**src/rtl/alu_seq_pkg.sv**
```systemverilog
// Shared types and constants for the byte-serial add/sub controller.
package alu_seq_pkg;

   localparam int BYTE_W = 8;

   typedef enum logic [1:0] {
      ADD  = 2'b00,
      ADDC = 2'b01,
      SUB  = 2'b10,
      SUBC = 2'b11
   } alu_op_e;

   typedef enum logic [1:0] {
      IDLE = 2'b00,
      RUN  = 2'b01,
      DONE = 2'b10
   } state_e;

   function automatic logic is_sub_op(input alu_op_e op);
      return (op == SUB) || (op == SUBC);
   endfunction

   // Carry seeded into byte 0: subtraction is A + ~B + 1, so borrow-in
   // becomes a carry-in of ~cin.
   function automatic logic init_carry(input alu_op_e op, input logic cin);
      logic c;
      case (op)
         ADD:     c = 1'b0;
         ADDC:    c = cin;
         SUB:     c = 1'b1;
         SUBC:    c = ~cin;
         default: c = 1'b0;
      endcase
      return c;
   endfunction

endpackage

```
**src/rtl/alu_seq_ctrl_if.sv**
```systemverilog
// Request/response bundle for alu_seq_ctrl.
// Carries rsp_z only when ALU_SEQ_CTRL_ZFLAG_EN is defined.
interface alu_seq_ctrl_if #(parameter int NBYTES = 4);

   logic                  req_valid;
   logic                  req_ready;
   logic [1:0]            req_op;
   logic [8*NBYTES-1:0]   req_a;
   logic [8*NBYTES-1:0]   req_b;
   logic                  req_cin;
   logic                  rsp_valid;
   logic                  rsp_ready;
   logic [8*NBYTES-1:0]   rsp_sum;
   logic                  rsp_co;
   logic                  rsp_ov;
`ifdef ALU_SEQ_CTRL_ZFLAG_EN
   logic                  rsp_z;

   modport master (
      output req_valid, req_op, req_a, req_b, req_cin, rsp_ready,
      input  req_ready, rsp_valid, rsp_sum, rsp_co, rsp_ov, rsp_z
   );

   modport slave (
      input  req_valid, req_op, req_a, req_b, req_cin, rsp_ready,
      output req_ready, rsp_valid, rsp_sum, rsp_co, rsp_ov, rsp_z
   );
`else
   modport master (
      output req_valid, req_op, req_a, req_b, req_cin, rsp_ready,
      input  req_ready, rsp_valid, rsp_sum, rsp_co, rsp_ov
   );

   modport slave (
      input  req_valid, req_op, req_a, req_b, req_cin, rsp_ready,
      output req_ready, rsp_valid, rsp_sum, rsp_co, rsp_ov
   );
`endif

endinterface

```
**src/rtl/alu_byte_slice.sv**
```systemverilog
// Combinational 8-bit add slice; sub inverts b so the caller only has to
// supply the right carry-in.
module alu_byte_slice
   import alu_seq_pkg::*;
(
   input  logic [BYTE_W-1:0] a,
   input  logic [BYTE_W-1:0] b,
   input  logic              cin,
   input  logic              sub,
   output logic [BYTE_W-1:0] sum,
   output logic              cout,
   output logic              ov
);

   logic [BYTE_W-1:0] b_eff;
   logic [BYTE_W:0]   full;

   // Add with optional operand inversion; overflow when both operands share
   // a sign the result does not (equivalent to carry-in xor carry-out of MSB).
   always_comb begin
      b_eff = sub ? ~b : b;
      full  = {1'b0, a} + {1'b0, b_eff} + {{BYTE_W{1'b0}}, cin};
      sum   = full[BYTE_W-1:0];
      cout  = full[BYTE_W];
      ov    = (a[BYTE_W-1] == b_eff[BYTE_W-1]) && (sum[BYTE_W-1] != a[BYTE_W-1]);
   end

endmodule

```
**src/rtl/alu_seq_ctrl.sv**
```systemverilog
// Byte-serial add/sub controller: one byte per RUN cycle through one shared
// slice, LSB first. Optional zero flag under ALU_SEQ_CTRL_ZFLAG_EN.
//
// state | meaning
// IDLE  | ready for a request, operands latched on accept
// RUN   | one byte through the slice per cycle
// DONE  | result held until the consumer takes it
module alu_seq_ctrl
   import alu_seq_pkg::*;
#(
   parameter int NBYTES = 4
) (
   input  logic          clk,
   input  logic          rst,
   alu_seq_ctrl_if.slave bus
);

   localparam int W  = BYTE_W * NBYTES;
   localparam int IW = (NBYTES > 1) ? $clog2(NBYTES) : 1;
   localparam logic [IW-1:0] LAST_IDX = IW'(NBYTES - 1);

   state_e          state_q, state_d;
   alu_op_e         op_q;
   logic [W-1:0]    a_q, b_q, sum_q;
   logic            carry_q;
   logic [IW-1:0]   idx_q;
   logic            co_q, ov_q;
   logic            sub_q;

   logic [BYTE_W-1:0] s_sum;
   logic              s_cout, s_ov;
   logic              last_byte;

   assign sub_q     = is_sub_op(op_q);
   assign last_byte = (idx_q == LAST_IDX);

   alu_byte_slice u_slice (
      .a    (a_q[idx_q*BYTE_W +: BYTE_W]),
      .b    (b_q[idx_q*BYTE_W +: BYTE_W]),
      .cin  (carry_q),
      .sub  (sub_q),
      .sum  (s_sum),
      .cout (s_cout),
      .ov   (s_ov)
   );

   // State register.
   always_ff @(posedge clk or posedge rst) begin
      if (rst) state_q <= IDLE;
      else     state_q <= state_d;
   end

   // Next-state logic.
   always_comb begin
      state_d = state_q;
      case (state_q)
         IDLE:    if (bus.req_valid) state_d = RUN;
         RUN:     if (last_byte)     state_d = DONE;
         DONE:    if (bus.rsp_ready) state_d = IDLE;
         default: state_d = IDLE;
      endcase
   end

   // Operand capture on accept, byte-serial accumulate in RUN.
   always_ff @(posedge clk or posedge rst) begin
      if (rst) begin
         op_q    <= ADD;
         a_q     <= '0;
         b_q     <= '0;
         sum_q   <= '0;
         carry_q <= 1'b0;
         idx_q   <= '0;
         co_q    <= 1'b0;
         ov_q    <= 1'b0;
      end else begin
         case (state_q)
            IDLE: begin
               if (bus.req_valid) begin
                  op_q    <= alu_op_e'(bus.req_op);
                  a_q     <= bus.req_a;
                  b_q     <= bus.req_b;
                  carry_q <= init_carry(alu_op_e'(bus.req_op), bus.req_cin);
                  idx_q   <= '0;
               end
            end
            RUN: begin
               sum_q[idx_q*BYTE_W +: BYTE_W] <= s_sum;
               carry_q <= s_cout;
               if (last_byte) begin
                  idx_q <= '0;
                  co_q  <= sub_q ? ~s_cout : s_cout;
                  ov_q  <= s_ov;
               end else begin
                  idx_q <= idx_q + 1'b1;
               end
            end
            default: ;
         endcase
      end
   end

`ifdef ALU_SEQ_CTRL_ZFLAG_EN
   logic z_q;

   // Zero flag built one byte at a time; seeded to 1 on accept.
   always_ff @(posedge clk or posedge rst) begin
      if (rst) begin
         z_q <= 1'b0;
      end else if (state_q == IDLE && bus.req_valid) begin
         z_q <= 1'b1;
      end else if (state_q == RUN) begin
         z_q <= z_q & (s_sum == '0);
      end
   end

   assign bus.rsp_z = z_q;
`endif

   assign bus.req_ready = (state_q == IDLE);
   assign bus.rsp_valid = (state_q == DONE);
   assign bus.rsp_sum   = sum_q;
   assign bus.rsp_co    = co_q;
   assign bus.rsp_ov    = ov_q;

endmodule

```
**src/flat_wrapper.sv**
```systemverilog
// flat-port wrapper written by rule: the top's interface ports become plain ports
module alu_seq_ctrl_flat import alu_seq_pkg::*;
#(
   parameter int NBYTES = 4
)
  (clk, rst, bus_req_valid, bus_req_op, bus_req_a, bus_req_b, bus_req_cin, bus_rsp_ready, bus_req_ready, bus_rsp_valid, bus_rsp_sum, bus_rsp_co, bus_rsp_ov);
  alu_seq_ctrl_if #(.NBYTES(NBYTES)) bus_i ();
  input  logic clk;
  input  logic rst;
  input wire logic [$bits(bus_i.req_valid)-1:0] bus_req_valid;
  input wire logic [$bits(bus_i.req_op)-1:0] bus_req_op;
  input wire logic [$bits(bus_i.req_a)-1:0] bus_req_a;
  input wire logic [$bits(bus_i.req_b)-1:0] bus_req_b;
  input wire logic [$bits(bus_i.req_cin)-1:0] bus_req_cin;
  input wire logic [$bits(bus_i.rsp_ready)-1:0] bus_rsp_ready;
  output wire logic [$bits(bus_i.req_ready)-1:0] bus_req_ready;
  output wire logic [$bits(bus_i.rsp_valid)-1:0] bus_rsp_valid;
  output wire logic [$bits(bus_i.rsp_sum)-1:0] bus_rsp_sum;
  output wire logic [$bits(bus_i.rsp_co)-1:0] bus_rsp_co;
  output wire logic [$bits(bus_i.rsp_ov)-1:0] bus_rsp_ov;
  assign bus_i.req_valid = bus_req_valid;
  assign bus_i.req_op = bus_req_op;
  assign bus_i.req_a = bus_req_a;
  assign bus_i.req_b = bus_req_b;
  assign bus_i.req_cin = bus_req_cin;
  assign bus_i.rsp_ready = bus_rsp_ready;
  assign bus_req_ready = bus_i.req_ready;
  assign bus_rsp_valid = bus_i.rsp_valid;
  assign bus_rsp_sum = bus_i.rsp_sum;
  assign bus_rsp_co = bus_i.rsp_co;
  assign bus_rsp_ov = bus_i.rsp_ov;
  alu_seq_ctrl #(.NBYTES(NBYTES)) u_core (.clk(clk), .rst(rst), .bus(bus_i));
endmodule
```
**config.mk**
```make
export PLATFORM = sky130hd
export DESIGN_NAME = alu_seq_ctrl_flat
export DESIGN_NICKNAME = d
export VERILOG_FILES = /design/src/rtl/alu_seq_pkg.sv /design/src/rtl/alu_seq_ctrl_if.sv /design/src/rtl/alu_byte_slice.sv /design/src/rtl/alu_seq_ctrl.sv /design/src/flat_wrapper.sv
export SDC_FILE = /design/constraint.sdc
export NUM_CORES = 1
export LEC_CHECK = 0
export BUFFER_PORTS_ARGS = -buffer_cell sky130_fd_sc_hd__buf_2
export CAP_MARGIN = 10
export CORE_UTILIZATION = 35
export CTS_BUF_LIST = sky130_fd_sc_hd__clkbuf_8 sky130_fd_sc_hd__clkbuf_16
export CTS_CLUSTER_DIAMETER = 150
export DETAILED_ROUTE_END_ITERATION = 6
export MAX_ROUTING_LAYER = met4
export PLACE_DENSITY = 0.61
export SYNTH_ARGS = -nofsm -noshare
export SYNTH_HDL_FRONTEND = slang
export SYNTH_HIERARCHICAL = 1
export SYNTH_SLANG_ARGS = --single-unit
```
**constraint.sdc**
```tcl
create_clock -name clk -period 5.4 [get_ports clk]
set_input_delay 0.81 -clock clk [delete_from_list [all_inputs] [get_ports clk]]
set_output_delay 0.81 -clock clk [all_outputs]
set_load 0.05 [all_outputs]
```
==> results of run 1 <==
## cell usage in the layout (no fill, tap or decap), types with 2 or more instances in the layout
master	netlist	final
nor4_4	2	2
xnor2_1	3	3
o31ai_1	2	2
o21ai_0	21	21
a22o_1	17	17
nand2_1	37	37
clkbuf_16	0	9
buf_4	2	3
a21oi_1	2	2
o21a_1	3	3
xor2_1	9	9
nor2_1	8	8
dfrtp_1	104	104
inv_1	15	16
mux4_2	16	16
fa_1	2	2
nand3b_1	3	3
clkinvlp_4	0	2
mux2_4	29	29
a21oi_2	2	2
ha_1	13	13
nand2b_1	2	2
mux2_2	38	38
bufinv_16	0	3
and2b_1	2	2
buf_2	7	106
## per-layer routing
layer	up-vias	wire length (um)
met5	-	0
met4	0	176
met3	14	635
met2	114	5200
met1	1631	5130
li1	1522	-
## layout make-up
cell class	instances	area, um2
Inverter	15	58.8
Timing Repair Buffer	109	553
Fill cell	1320	7950
Clock inverter	7	113
Multi-Input combinational cell	232	2310
Sequential cell	104	2600
Clock buffer	9	225
Tap cell	180	225
## worst paths after layout
kind                            slack (ns)              startpoint                     end  cells after the start
worst max-delay path                  1.86         u_core/idx_q[0]  u_core/bus.rsp_sum[30]                     11
worst min-delay path                  0.49  u_core/bus.rsp_sum[27]  u_core/bus.rsp_sum[27]                      2
worst max register to register        1.86         u_core/idx_q[0]  u_core/bus.rsp_sum[30]                     11
worst min register to register        0.49  u_core/bus.rsp_sum[27]  u_core/bus.rsp_sum[27]                      2
max in group asynchronous             3.76                     rst          u_core/b_q[21]                      3
min in group asynchronous             0.59                     rst  u_core/bus.rsp_sum[25]                      2
## worst max-delay path: stages (launching register included)
cell and delay, ns:
dfrtp_1 0.55, buf_4 0.41, mux4_2 0.56, xnor2_1 0.15
fa_1 0.42, fa_1 0.42, nor2b_1 0.16, o31a_1 0.17
o21ai_0 0.08, a21boi_1 0.30, nand2_1 0.08, o21ai_0 0.15
## synthesized netlist by cell type (all sizes together) (2+ instances only)
cell type / n
dfrtp: 104
mux2: 67
nand2: 37
o21ai: 21
a22o: 17
mux4: 16
inv: 15
buf: 13
ha: 13
nor2: 9
xor2: 9
clkbuf: 5
a21oi: 4
nand3b: 4
and2b: 3
o21a: 3
o31ai: 3
xnor2: 3
a21boi: 2
fa: 2
nand2b: 2
nor4: 2
## through the flow
step                utilization [%]  worst slack (ns)  hold slack [ns]  instances
floorplan                         -              1.86            0.475        369
global placement               41.0              1.93            0.461        640
detailed placement             41.0              1.83            0.476        640
CTS                            43.4              1.81            0.493        656
global route                   43.4              1.50            0.518        656
finish                         43.4              1.86            0.488        656
## logic make-up after synthesis
logic type	count (synthesis)
compound gates	56
xor+xnor	12
fa+ha+maj	15
buf+inv	33
flops	104
mux	84
simple gates	65
## state kept, by name (all words and copies together), names as in the netlist
name and flops:
u_core/a_q 32, u_core/b_q 32, u_core/bus.rsp_co 1, u_core/bus.rsp_ov 1, u_core/bus.rsp_sum 32, u_core/carry_q 1, u_core/idx_q 2, u_core/op_q 1
u_core/state_q 2
==> results.json, run 1 <==
{
  "synth.top_cell.area_share_pct": 51.2,
  "fp.dieArea_mm2": 0.0150,
  "synth-simple-area-share_pct": 7.06,
  "synthMuxAreaShare_pct": 24.3,
  "synth_nets": 455,
  "path_max_fanout": 21,
  "crit_required_ns": 5.67,
  "die_h_um": 123,
  "start_kind": "register",
  "wire_per_inst_um": 17.0,
  "run_status": "completed",
  "drtIter0Drc": 114,
  "vias": 3281,
  "synth_seq_cells": 104,
  "use_met1_pct": 21.2,
  "synth_seq_area_share_pct": 51.2,
  "slew_headroom_pct": 29.8,
  "cts_sinks": 104,
  "fmax_ghz": 0.283,
  "final_cell_area_mm2": 0.00609,
  "start_util_pct": 36.2,
  "synth_compound_area_share_pct": 8.07,
  "setup_viol": 0,
  "synth_edf_count": 0,
  "ys_top_cells_by_area": "dfrtp_1 51%, mux2_4 8.6%, mux2_2 8.4%",
  "cts_buffer_depth": 2,
  "drv_slew": 0,
  "gr-max-usage-layer": "met2",
  "netlist_area_mm2": 0.00508,
  "skew_ns": 0.0108,
  "synth_top_family_by_area": "multiplexers",
  "grtUsageMet3_pct": 4.37,
  "num_rows": 43,
  "antenna_found_initial": 0,
  "syn_area_per_cell_um2": 13.8,
  "tightest_slew_ns": 1.05,
  "synth_xor_area_share_pct": 2.07,
  "drtAntennaViolNets": 0,
  "htree_levels": 3,
  "cts_resized": 0,
  "grtUsageMet2_pct": 25.0,
  "wl_um": 11200,
  "cts_tree": "done",
  "dpl-instance-area_mm2": 0.00575,
  "synthAdderAreaFrac_pct": 3.99,
  "cp-end-kind": "register",
  "synthFlopType": "dfrtp_1",
  "diodes": 0,
  "grt_max_degree": 67,
  "path_clk_slew_ns": 0.07,
  "fin_crit_sh_pct": 65.5,
  "ctsHoldBuffers": 0,
  "io_pins": 107,
  "hold_violations": 0,
  "drcViolationCount": 0,
  "gp_congestion": 0.806,
  "io_buffer_count": 106,
  "yosysWarnings": 6,
  "synth_cell_types": 47,
  "core_area_mm2": 0.0140,
  "clock_latency_ns": 0.36,
  "cp.arrival_ns": 3.81,
  "dpl.hpwl_um": 8110,
  "grt_pass1_vias": 3424,
  "drtPass1Iterations": 4,
  "cts_buffers": 9,
  "min_period_ns": 3.54,
  "grt_setup_unrepaired": "no",
  "grt.overflow.total": 0,
  "vias_per_cell": 5.00,
  "synthToLayoutAreaGrowth_pct": 19.8,
  "ctsRootBufferMaster": "clkbuf_16",
  "synth_top_cell_by_area": "dfrtp_1",
  "critical_path_class": "register to register",
  "finalNetCount": 557,
  "grt_pass1_wl_um": 17600,
  "setup_tns_ns": 0,
  "grt_util_all_layers_pct": 16.3,
  "dieWidth_um": 123,
  "max_cap_viol_count": 0,
  "synthCells": 369,
  "async_reset_ff_share_pct": 100,
  "postCtsSetupBuffers": 0,
  "drive_gt1_share_pct": 46.0,
  "hp-class": "register to register"
}
Power of run 1 is left out: the tool's default activity adds up to more than one toggle a clock period on the data nets, which glitch-free logic cannot reach.
==> run 2, diff against run 1 <==
==> constraint.sdc (replaced) <==
create_clock -name clk -period 3.5 [get_ports clk]
set_input_delay 0.525 -clock clk [delete_from_list [all_inputs] [get_ports clk]]
set_output_delay 0.525 -clock clk [all_outputs]
set_load 0.05 [all_outputs]
==> run 2 against run 1 <==
  * Global-route usage up 0.095 points
  * Largest cell class unchanged
  * Fmax up 14%
  * Flip-flop and latch count unchanged
  * Critical endpoint is now u_core/bus.rsp_sum[21]
==> results.json, run 2 (synthesis gave the netlist of run 1 again) <==
{
  "grt.overflow.total": 0,
  "grt_max_degree": 41,
  "gp_congestion": 0.849,
  "final_util_pct": 43.8,
  "stdcell_count": 664,
  "ctsRootBufferMaster": "clkbuf_16",
  "setup_viol": 0,
  "hp-class": "input port to async pin",
  "seq_area_mm2": 0.00260,
  "r2r_cells": 9,
  "drtIter0Drc": 142,
  "final_common_cell": "buf_2",
  "grt_pass1_wl_um": 17800,
  "clock_latency_ns": 0.35,
  "num_rows": 43,
  "multi_input_comb_area_mm2": 0.00231,
  "run_status": "completed",
  "core_area_mm2": 0.0140,
  "cp.arrival_ns": 3.34,
  "drtAntennaViolNets": 0,
  "fp.dieArea_mm2": 0.0150,
  "cts_sinks": 104,
  "path_clk_slew_ns": 0.07,
  "cp-end-kind": "register",
  "wl_um": 11200,
  "grt_pass1_vias": 3407,
  "drtPass1Iterations": 4,
  "cts_tree": "done",
  "synthToLayoutAreaGrowth_pct": 21.0,
  "vias": 3275,
  "diodes": 0,
  "dp_cells": 648,
  "hold_violations": 0,
  "slew_headroom_pct": 58.9,
  "antenna_found_initial": 0,
  "cts_resized": 0,
  "crit_required_ns": 3.74,
  "reg2reg_from": "u_core/idx_q[0]",
  "fin_crit_sh_pct": 88.5,
  "dpl.hpwl_um": 8510,
  "min_period_ns": 3.10,
  "ctsHoldBuffers": 0,
  "cts_buffer_depth": 2,
  "drive_gt1_share_pct": 47.3,
  "io_buffer_count": 106,
  "setup_slack_ns": 0.401,
  "path_max_fanout": 4,
  "rrSetupSlack_ns": 0.40,
  "setup_tns_ns": 0,
  "max_cap_viol_count": 0,
  "final_cell_mix": "106 x buf_2, 104 x dfrtp_1, 38 x mux2_2",
  "start_kind": "register",
  "start_util_pct": 36.2,
  "fillers": 1326,
  "io_pins": 107,
  "htree_levels": 3,
  "critical_path_class": "register to register",
  "wire_per_inst_um": 16.9,
  "postCtsSetupBuffers": 0,
  "r2r_end": "u_core/bus.rsp_sum[21]",
  "tightest_slew_ns": 0.617,
  "grt_util_all_layers_pct": 16.4,
  "dieWidth_um": 123,
  "die_h_um": 123,
  "preCtsSetupSlack_ns": 0.411,
  "fmax_ghz": 0.323,
  "cts_buffers": 9,
  "finalNetCount": 565,
  "vias_per_cell": 4.93,
  "skew_ns": 0.00843,
  "grt_setup_unrepaired": "no",
  "drcViolationCount": 0,
  "drv_slew": 0
}
[run 2: cell type report]
class	count	share of cell area, %
repair buffers	117	10.2
well taps	180	3.66
inverters	15	0.955
multi-input cells	232	37.6
flip-flops and latches	104	42.3
clock buffers	10	3.88
clock inverters	6	1.46
[run 2: stage by stage]
| stage | cell area, um2 | hold WS [ns] |
|---|---|---|
| 2_1_floorplan | 5080 | 0.475 |
| 3_3_place_gp | 5830 | 0.461 |
| 3_5_place_dp | 5830 | 0.465 |
| 4_1_cts | 6150 | 0.179 |
| 5_1_grt | 6150 | 0.200 |
| 6_report | 6150 | 0.174 |
[run 2: per-layer routing]
metal | share of wire (%) | global-route usage [%]
met3 | 6.0 | 4.65
met4 | 1.3 | 4.27
met2 | 46 | 25.2
met5 | 0 | -
met1 | 47 | 21.2
[run 2: worst max-delay path by stage]
stage	slack [ns]	to	start	depth (start not counted)
after global routing	0.23	u_core/bus.rsp_sum[5]	u_core/idx_q[0]	9
after floorplan	0.24	u_core/a_q[0]	rst	1
final	0.40	u_core/bus.rsp_sum[21]	u_core/idx_q[0]	9
after global placement	0.46	u_core/bus.rsp_sum[5]	u_core/idx_q[0]	9
after CTS	0.39	u_core/bus.rsp_sum[5]	u_core/idx_q[0]	9
after detailed placement	0.41	u_core/bus.rsp_sum[21]	u_core/idx_q[0]	9
[run 2: worst max-delay path: stages, from the launching register on]
cell and delay (ns):
dfrtp_1 0.42, buf_4 0.19, mux4_2 0.53, xor2_1 0.21, ha_1 0.26, and2b_2 0.21, o31ai_2 0.36, a211o_1 0.19
o2111ai_1 0.30, a22o_1 0.31
Power of run 2 is left out for the same reason.
